### src/rtl/queue_fifo.sv
// Single-clock FIFO queue with registered read data and full/empty flags.
// Depth is 2**PTR_SIZE. Occupancy is kept in a count one bit wider than the pointers.
module queue_fifo #(
    parameter int DATA_SIZE = 8,
    parameter int PTR_SIZE  = 2
) (
    input  logic                 clk,
    input  logic                 a_rst,
    input  logic                 wr_req,
    input  logic                 r_req,
    input  logic [DATA_SIZE-1:0] data_i,
    output logic [DATA_SIZE-1:0] data_o,
    output logic                 full,
    output logic                 empty
);

    localparam int DEPTH = 1 << PTR_SIZE;
    localparam logic [PTR_SIZE:0] COUNT_FULL = (PTR_SIZE+1)'(DEPTH);

    logic [DATA_SIZE-1:0] mem_q [DEPTH];
    logic [PTR_SIZE-1:0]  rdPtr_q, rdPtr_d;
    logic [PTR_SIZE-1:0]  wrPtr_q, wrPtr_d;
    logic [PTR_SIZE:0]    count_q, count_d;
    logic [DATA_SIZE-1:0] data_q, data_d;
    logic                 wrEn;
    logic                 rdEn;

    // Flags come from registered state only, so no input reaches an output combinationally.
    assign empty  = (count_q == '0);
    assign full   = (count_q == COUNT_FULL);
    assign data_o = data_q;

    assign wrEn = wr_req && !full;
    assign rdEn = r_req && !empty;

    always_comb begin
        rdPtr_d = rdPtr_q;
        wrPtr_d = wrPtr_q;
        count_d = count_q;
        data_d  = data_q;
        if (wrEn) begin
            wrPtr_d = wrPtr_q + 1'b1;
        end
        if (rdEn) begin
            rdPtr_d = rdPtr_q + 1'b1;
            data_d  = mem_q[rdPtr_q];
        end
        case ({wrEn, rdEn})
            2'b10:   count_d = count_q + 1'b1;
            2'b01:   count_d = count_q - 1'b1;
            default: count_d = count_q;
        endcase
    end

    always_ff @(posedge clk) begin
        if (!a_rst) begin
            rdPtr_q <= '0;
            wrPtr_q <= '0;
            count_q <= '0;
            data_q  <= '0;
        end else begin
            rdPtr_q <= rdPtr_d;
            wrPtr_q <= wrPtr_d;
            count_q <= count_d;
            data_q  <= data_d;
        end
    end

    // Storage is never cleared; reset just blocks the write so the pointers define validity.
    always_ff @(posedge clk) begin
        if (a_rst && wrEn) begin
            mem_q[wrPtr_q] <= data_i;
        end
    end

endmodule

### config.mk
export PLATFORM = sky130hd
export DESIGN_NAME = queue_fifo
export DESIGN_NICKNAME = d
export VERILOG_FILES = /design/src/rtl/queue_fifo.sv
export SDC_FILE = /design/constraint.sdc
export NUM_CORES = 1
export LEC_CHECK = 0
export CAP_MARGIN = 20
export CORE_MARGIN = 1
export CORE_UTILIZATION = 54
export DETAILED_ROUTE_END_ITERATION = 10
export PLACE_DENSITY = 0.77
export SLEW_MARGIN = 20
export SYNTH_ARGS = -nofsm -noshare
export SYNTH_HDL_FRONTEND = slang
export SYNTH_SLANG_ARGS = --single-unit
### constraint.sdc
create_clock -name clk -period 2.87 [get_ports clk]
set_input_delay 0.287 -clock clk [delete_from_list [all_inputs] [get_ports clk]]
set_output_delay 0.287 -clock clk [all_outputs]
set_load 0.05 [all_outputs]
==> results of run 1 <==
cell usage after synthesis, drive strengths merged:
master | count | area [um^2]
o2bb2ai | 8 | 70.1
edfxtp | 32 | 961
and2 | 1 | 6.26
xor2 | 3 | 26.3
a21oi | 4 | 23.8
o31a | 1 | 8.76
xnor2 | 1 | 8.76
mux4 | 8 | 180
inv | 8 | 30.0
clkbuf | 2 | 7.51
clkinv | 1 | 5.00
buf | 3 | 23.8
o311ai | 1 | 8.76
nand3 | 2 | 10.0
dfxtp | 15 | 300
nand2 | 8 | 30.0
nor3 | 1 | 5.00
o21ai | 3 | 15.0
or3b | 1 | 11.3
ha | 5 | 62.6
fa | 1 | 20.0
or3 | 1 | 6.26
and3 | 4 | 25.0
nor2 | 6 | 25.0
area by class of cell:
cell class / instances / area, um^2
Fill cell: 249 / 1140
Tap cell: 46 / 57.6
Multi-Input combinational cell: 59 / 543
Timing Repair Buffer: 22 / 218
Clock inverter: 3 / 42.5
Clock buffer: 5 / 37.5
Inverter: 9 / 35.0
Sequential cell: 47 / 1260
state kept, by name, summed over array words and instances (netlist names):
register	flops
count_q	3
wrPtr_q	2
rdPtr_q	2
data_o	8
mem_q	32
stage by stage:
step           worst slack (ps)  power, mW  instance area, um^2  cells
6_report                    509       1.86                 2190    191
4_1_cts                     497       1.88                 2190    191
3_5_place_dp                554       1.49                 2110    183
5_1_grt                     409       1.96                 2190    191
2_1_floorplan               585       1.33                 1870    120
3_3_place_gp                683       1.47                 2110    183
where the power goes:
| group | leakage, nW | internal, mW | switching (mW) |
|---|---|---|---|
| registers | 0.413 | 0.804 | 0.0908 |
| logic | 0.290 | 0.253 | 0.321 |
| clock network | 0.0432 | 0.184 | 0.212 |
how the worst max path moves through the flow:
stage                                          to               startpoint  slack [ps]  depth (start not counted)
after global placement    count_q[2]$_SDFFE_PN0P_  count_q[2]$_SDFFE_PN0P_         680                         10
final                                        full  count_q[2]$_SDFFE_PN0P_         510                          3
after global routing      count_q[2]$_SDFFE_PN0P_  count_q[2]$_SDFFE_PN0P_         410                         10
after floorplan           count_q[2]$_SDFFE_PN0P_  count_q[2]$_SDFFE_PN0P_         590                         10
after CTS                                    full  count_q[2]$_SDFFE_PN0P_         500                          3
after detailed placement  count_q[2]$_SDFFE_PN0P_  count_q[2]$_SDFFE_PN0P_         550                         10
worst min-delay path, cell delays in order (launching register included):
cell	delay [ps]
dfxtp_1	330
nand2_1	50
o2bb2ai_1	60
metal layers:
metal	up-vias	wire (um)	global-route usage, %	part of all wire [%]
met4	0	38	8.77	1.2
li1	496	-	-	-
met2	25	1720	32.5	54
met5	-	0	0	0
met1	530	1280	24.1	40
met3	4	131	7.04	4.1
cells by family after synthesis:
| logic type | share of synthesized area (%) |
|---|---|
| DFF | 67.4 |
| and+or+nand+nor | 6.35 |
| AOI/OAI and AO/OA | 6.76 |
| buffers and inverters | 3.54 |
| muxes | 9.63 |
| adders and majority gates | 4.41 |
| xor gates and xnor gates | 1.87 |
==> metrics.cfg, run 1 <==
[cts]
cts_resized = 0
cts.sinks = 47
htree_levels = 2
clkLatencyLatePin_ps = 360
cts_hold_buf = 0
cts-root-buf = clkbuf_4
cts_buffers = 5
cts_tree = yes
cts.reportedPaths.clkPinSlew_ps = 130
cts_setup_buffers = 0
cts_buffer_depth = 2

[yosys]
ys_warn_count = 0
seq_area_frac_synth_pct = 67.4
synthDistinctLibCells = 30
synth.cell_area_mm2 = 0.00187
avgSynthCellArea_um2 = 15.6
syn_nets = 138
syn_inst = 120
ys_ff_latch = 47

[drt]
drc = 0
first_pass_iters = 4
vias = 1055
routed_wl_mm = 3.17
wl_per_cell_um = 16.6
vias_per_cell = 5.52
drt_iter0_drc = 48
ant_nets = 0

[global_routing]
grt_pass1_vias = 1029
grt.total_usage_pct = 19.9
grt_overflow = 0
antenna_found_initial = 0
grt_pass1_wl_mm = 4.89
grt_max_degree = 16

[sta]
fin_setup_tns_ps = 0
max_freq_ghz = 0.424
slew_headroom_pct = 56.3
rsz0062_at_grt = false
hold_violations = 0
slew_violations = 0
tightestPinTransition_ps = 655
fin_worst_skew_ps = 5.47
timing.hold.ws_ps = 473
fin_crit_ps = 2360
setup_viol = 0
period_share_pct = 82.3

[power_and_ir_drop]
cellPowerDensity_mw_per_mm2 = 850
vdd_drop_max_uv = 529
leakage_nw = 0.746

[finish]
syn_to_final_growth_pct = 17.3
drive_gt1_share_pct = 15.2
finalCoreUtilization_pct = 65.8
final_cell_mix = edfxtp_1, clkdlybuf4s50_1, dfxtp_1
diodes = 0
nets = 162
final_common_cell = edfxtp_1

[place]
gp_congestion = 0.749
port_buffers = 21
hpwlAfterDp_mm = 2.16

[setup_path]
worstPathMaxFanout = 6
critPathTopFamily = buffers and inverters
path_class = reg -> out
end_kind = output port
crit_required_ps = 2580
r2r_end = count_q[2]$_SDFFE_PN0P_
worstPathArrival_ps = 2070
cp_num_buf_inv = 2
r2r_cells = 10
cpMaxStageDelayCell = clkdlybuf4s50_1
start_kind = flop
ff2ff_setup_slack_ps = 530
worstReg2RegStart = count_q[2]$_SDFFE_PN0P_
crit_chain = or3b_4 > clkinv_2 > clkdlybuf4s50_1
slowest_delay_ps = 800

[outcome]
status = completed

[hold_path]
min_from = data_o[2]$_SDFFE_PN0P_
whs_endpoint = data_o[2]$_SDFFE_PN0P_
whs_path_depth = 2
worstHoldPathType = reg -> reg

[flow_run]
drv_cap = 0

[floorplanning]
fp.dieW_um = 60.9
die_y_um = 60.9
start_util_pct = 56.1
core_area_mm2 = 0.00334
rows = 21
num_io_pins = 22
die_area_mm2 = 0.00370

(Power assumes the default switching activity.)
==> run 2, diff against run 1 <==
clock period = 2.45 ns   (was 2.87 ns; I/O delays follow)
==> metrics.cfg, run 2 (synthesis gave the netlist of run 1 again) <==
[drt]
wl_per_cell_um = 16.3  ; was 16.6 um
drt_iter0_drc = 42  ; was 48
vias = 1058  ; was 1,055
vias_per_cell = 5.51  ; was 5.52
drc = 0  ; unchanged
routed_wl_mm = 3.12  ; was 3.17 mm
ant_nets = 0  ; unchanged
first_pass_iters = 4  ; unchanged

[setup_path]
r2r_end = count_q[2]$_SDFFE_PN0P_  ; unchanged
worstReg2RegStart = count_q[0]$_SDFFE_PN0P_  ; was count_q[2]$_SDFFE_PN0P_
worstPathArrival_ps = 2070  ; about the same
crit_required_ps = 2200  ; was 2580 ps
ff2ff_setup_slack_ps = 160  ; was 530 ps
start_kind = flop  ; unchanged
path_class = reg -> out  ; unchanged
cp-startpoint = count_q[0]$_SDFFE_PN0P_  ; was count_q[2]$_SDFFE_PN0P_
r2r_cells = 10  ; unchanged
end_kind = output port  ; unchanged
critPathCapture = full  ; unchanged
worstPathMaxFanout = 6  ; unchanged

[finish]
multiInputGateArea_um2 = 543  ; unchanged
nets = 163  ; was 162
fin_area_mm2 = 0.00217  ; was 0.00219 mm^2
drive_gt1_share_pct = 15.8  ; was 15.2%
fillCellCount = 264  ; was 249
final_common_cell = edfxtp_1  ; unchanged
diodes = 0  ; unchanged
final_cell_mix = edfxtp_1, clkdlybuf4s50_1, dfxtp_1  ; unchanged
finalCoreUtilization_pct = 65.1  ; was 65.8%
largest_register = mem_q  ; unchanged
ff_latch_area_mm2 = 0.00126  ; about the same
syn_to_final_growth_pct = 16.2  ; was 17.3%
largest_register_ffs = 32  ; unchanged

[sta]
slew_headroom_pct = 54.5  ; was 56.3%
slew_violations = 0  ; unchanged
max_freq_ghz = 0.433
rsz0062_at_grt = false  ; unchanged
fin_setup_tns_ps = 0  ; unchanged
fin_worst_skew_ps = 8.51  ; was 5.47 ps
period_share_pct = 94.3
setup_viol = 0  ; unchanged
fin_crit_ps = 2310
hold_violations = 0  ; unchanged
tightestPinTransition_ps = 682  ; was 655 ps
timing.hold.ws_ps = 469  ; was 473 ps

[floorplanning]
core_area_mm2 = 0.00334  ; unchanged
die_area_mm2 = 0.00370  ; unchanged
start_util_pct = 56.1  ; unchanged
num_io_pins = 22  ; unchanged
rows = 21  ; unchanged
fp.dieW_um = 60.9  ; unchanged
die_y_um = 60.9  ; unchanged

[flow_run]
drv_cap = 0  ; unchanged

[place]
placedInstanceArea_mm2 = 0.00212  ; was 0.00211 mm^2
port_buffers = 21  ; unchanged
gp_congestion = 0.723  ; was 0.749
hpwlAfterDp_mm = 2.12  ; was 2.16 mm

[outcome]
status = completed  ; unchanged

[power_and_ir_drop]
cellPowerDensity_mw_per_mm2 = 949  ; was 850 mW/mm^2
vdd_drop_max_uv = 418  ; was 529 uV
leakage_nw = 0.738  ; was 0.746 nW

[global_routing]
grt_pass1_vias = 1054  ; was 1,029
grt.total_usage_pct = 20.4  ; was 19.9%
grt_max_degree = 14  ; was 16
grt_pass1_wl_mm = 5.07  ; was 4.89 mm
antenna_found_initial = 0  ; unchanged
grt_overflow = 0  ; unchanged

[cts]
clkLatencyLatePin_ps = 360  ; about the same
cts.sinks = 47  ; unchanged
cts_buffer_depth = 2  ; unchanged
cts_buffers = 5  ; unchanged
cts.reportedPaths.clkPinSlew_ps = 130  ; about the same
cts_tree = yes  ; unchanged
cts-root-buf = clkbuf_4  ; unchanged
cts_hold_buf = 0  ; unchanged
htree_levels = 2  ; unchanged
cts_setup_buffers = 0  ; unchanged

[hold_path]
worstHoldPathType = reg -> reg  ; unchanged

## run 2: cell count changes in the layout (fill, tap and decap cells not counted)
| cell | before | now |
|---|---|---|
| inv_6 | 1 | 0 |
| buf_4 | 1 | 2 |
| clkbuf_1 | 0 | 2 |
| dfxtp_2 | 0 | 1 |
| dfxtp_1 | 15 | 14 |
| clkinv_2 | 1 | 2 |
| bufinv_16 | 1 | 0 |
| clkinv_1 | 1 | 0 |
## run 2: where the power goes
group	total [mW]	leakage, nW	switching, mW	internal [mW]
registers	1.05	0.414	0.108	0.943
logic	0.666	0.295	0.371	0.295
clock network	0.346	0.0293	0.233	0.112
total	2.06	0.738	0.712	1.35
## run 2: critical path, stage by stage (launching register included)
cell and delay, ps:
dfxtp_1 390, or3b_4 430, clkinv_2 90, clkdlybuf4s50_1 800
## run 2: worst min path at each step
stage / cells past startpoint / slack, ps / end / startpoint
after floorplan: 0 / 340 / mem_q[0][0]$_DFFE_PP_ / data_i[0]
after global placement: 2 / 450 / data_o[4]$_SDFFE_PN0P_ / data_o[4]$_SDFFE_PN0P_
after detailed placement: 2 / 450 / data_o[2]$_SDFFE_PN0P_ / data_o[2]$_SDFFE_PN0P_
after CTS: 2 / 470 / data_o[2]$_SDFFE_PN0P_ / data_o[2]$_SDFFE_PN0P_
after global routing: 2 / 490 / data_o[2]$_SDFFE_PN0P_ / data_o[2]$_SDFFE_PN0P_
final: 2 / 470 / data_o[6]$_SDFFE_PN0P_ / data_o[6]$_SDFFE_PN0P_
## run 2: through the flow
step                power (mW)  cells  setup WS, ps
global route              2.18    192          40.9
global placement          1.72    184           265
CTS                       2.09    192          82.8
floorplan                 1.56    120           165
finish                    2.06    192           139
detailed placement        1.75    184           145
## run 2: metal layers
layer | global-route usage, % | routed length, um | up-vias
met5 | 0 | 0 | -
met4 | 7.79 | 43 | 0
met3 | 6.40 | 85 | 5
li1 | - | - | 495
met2 | 33.0 | 1630 | 21
met1 | 26.0 | 1360 | 537
## run 2: timing repair
action | in CTS | in global routing
gates resized for setup | 0 | 1
endpoints found under the setup margin | 0 | 1
endpoints found under the hold margin | 0 | 0
## run 2: final cells by class
type | count | area share [%]
flip-flops and latches | 47 | 58.1
inverters | 9 | 1.61
repair buffers | 23 | 10.4
well taps | 46 | 2.65
clock inverters | 1 | 0.230
multi-input cells | 59 | 25.0
clock buffers | 7 | 2.07
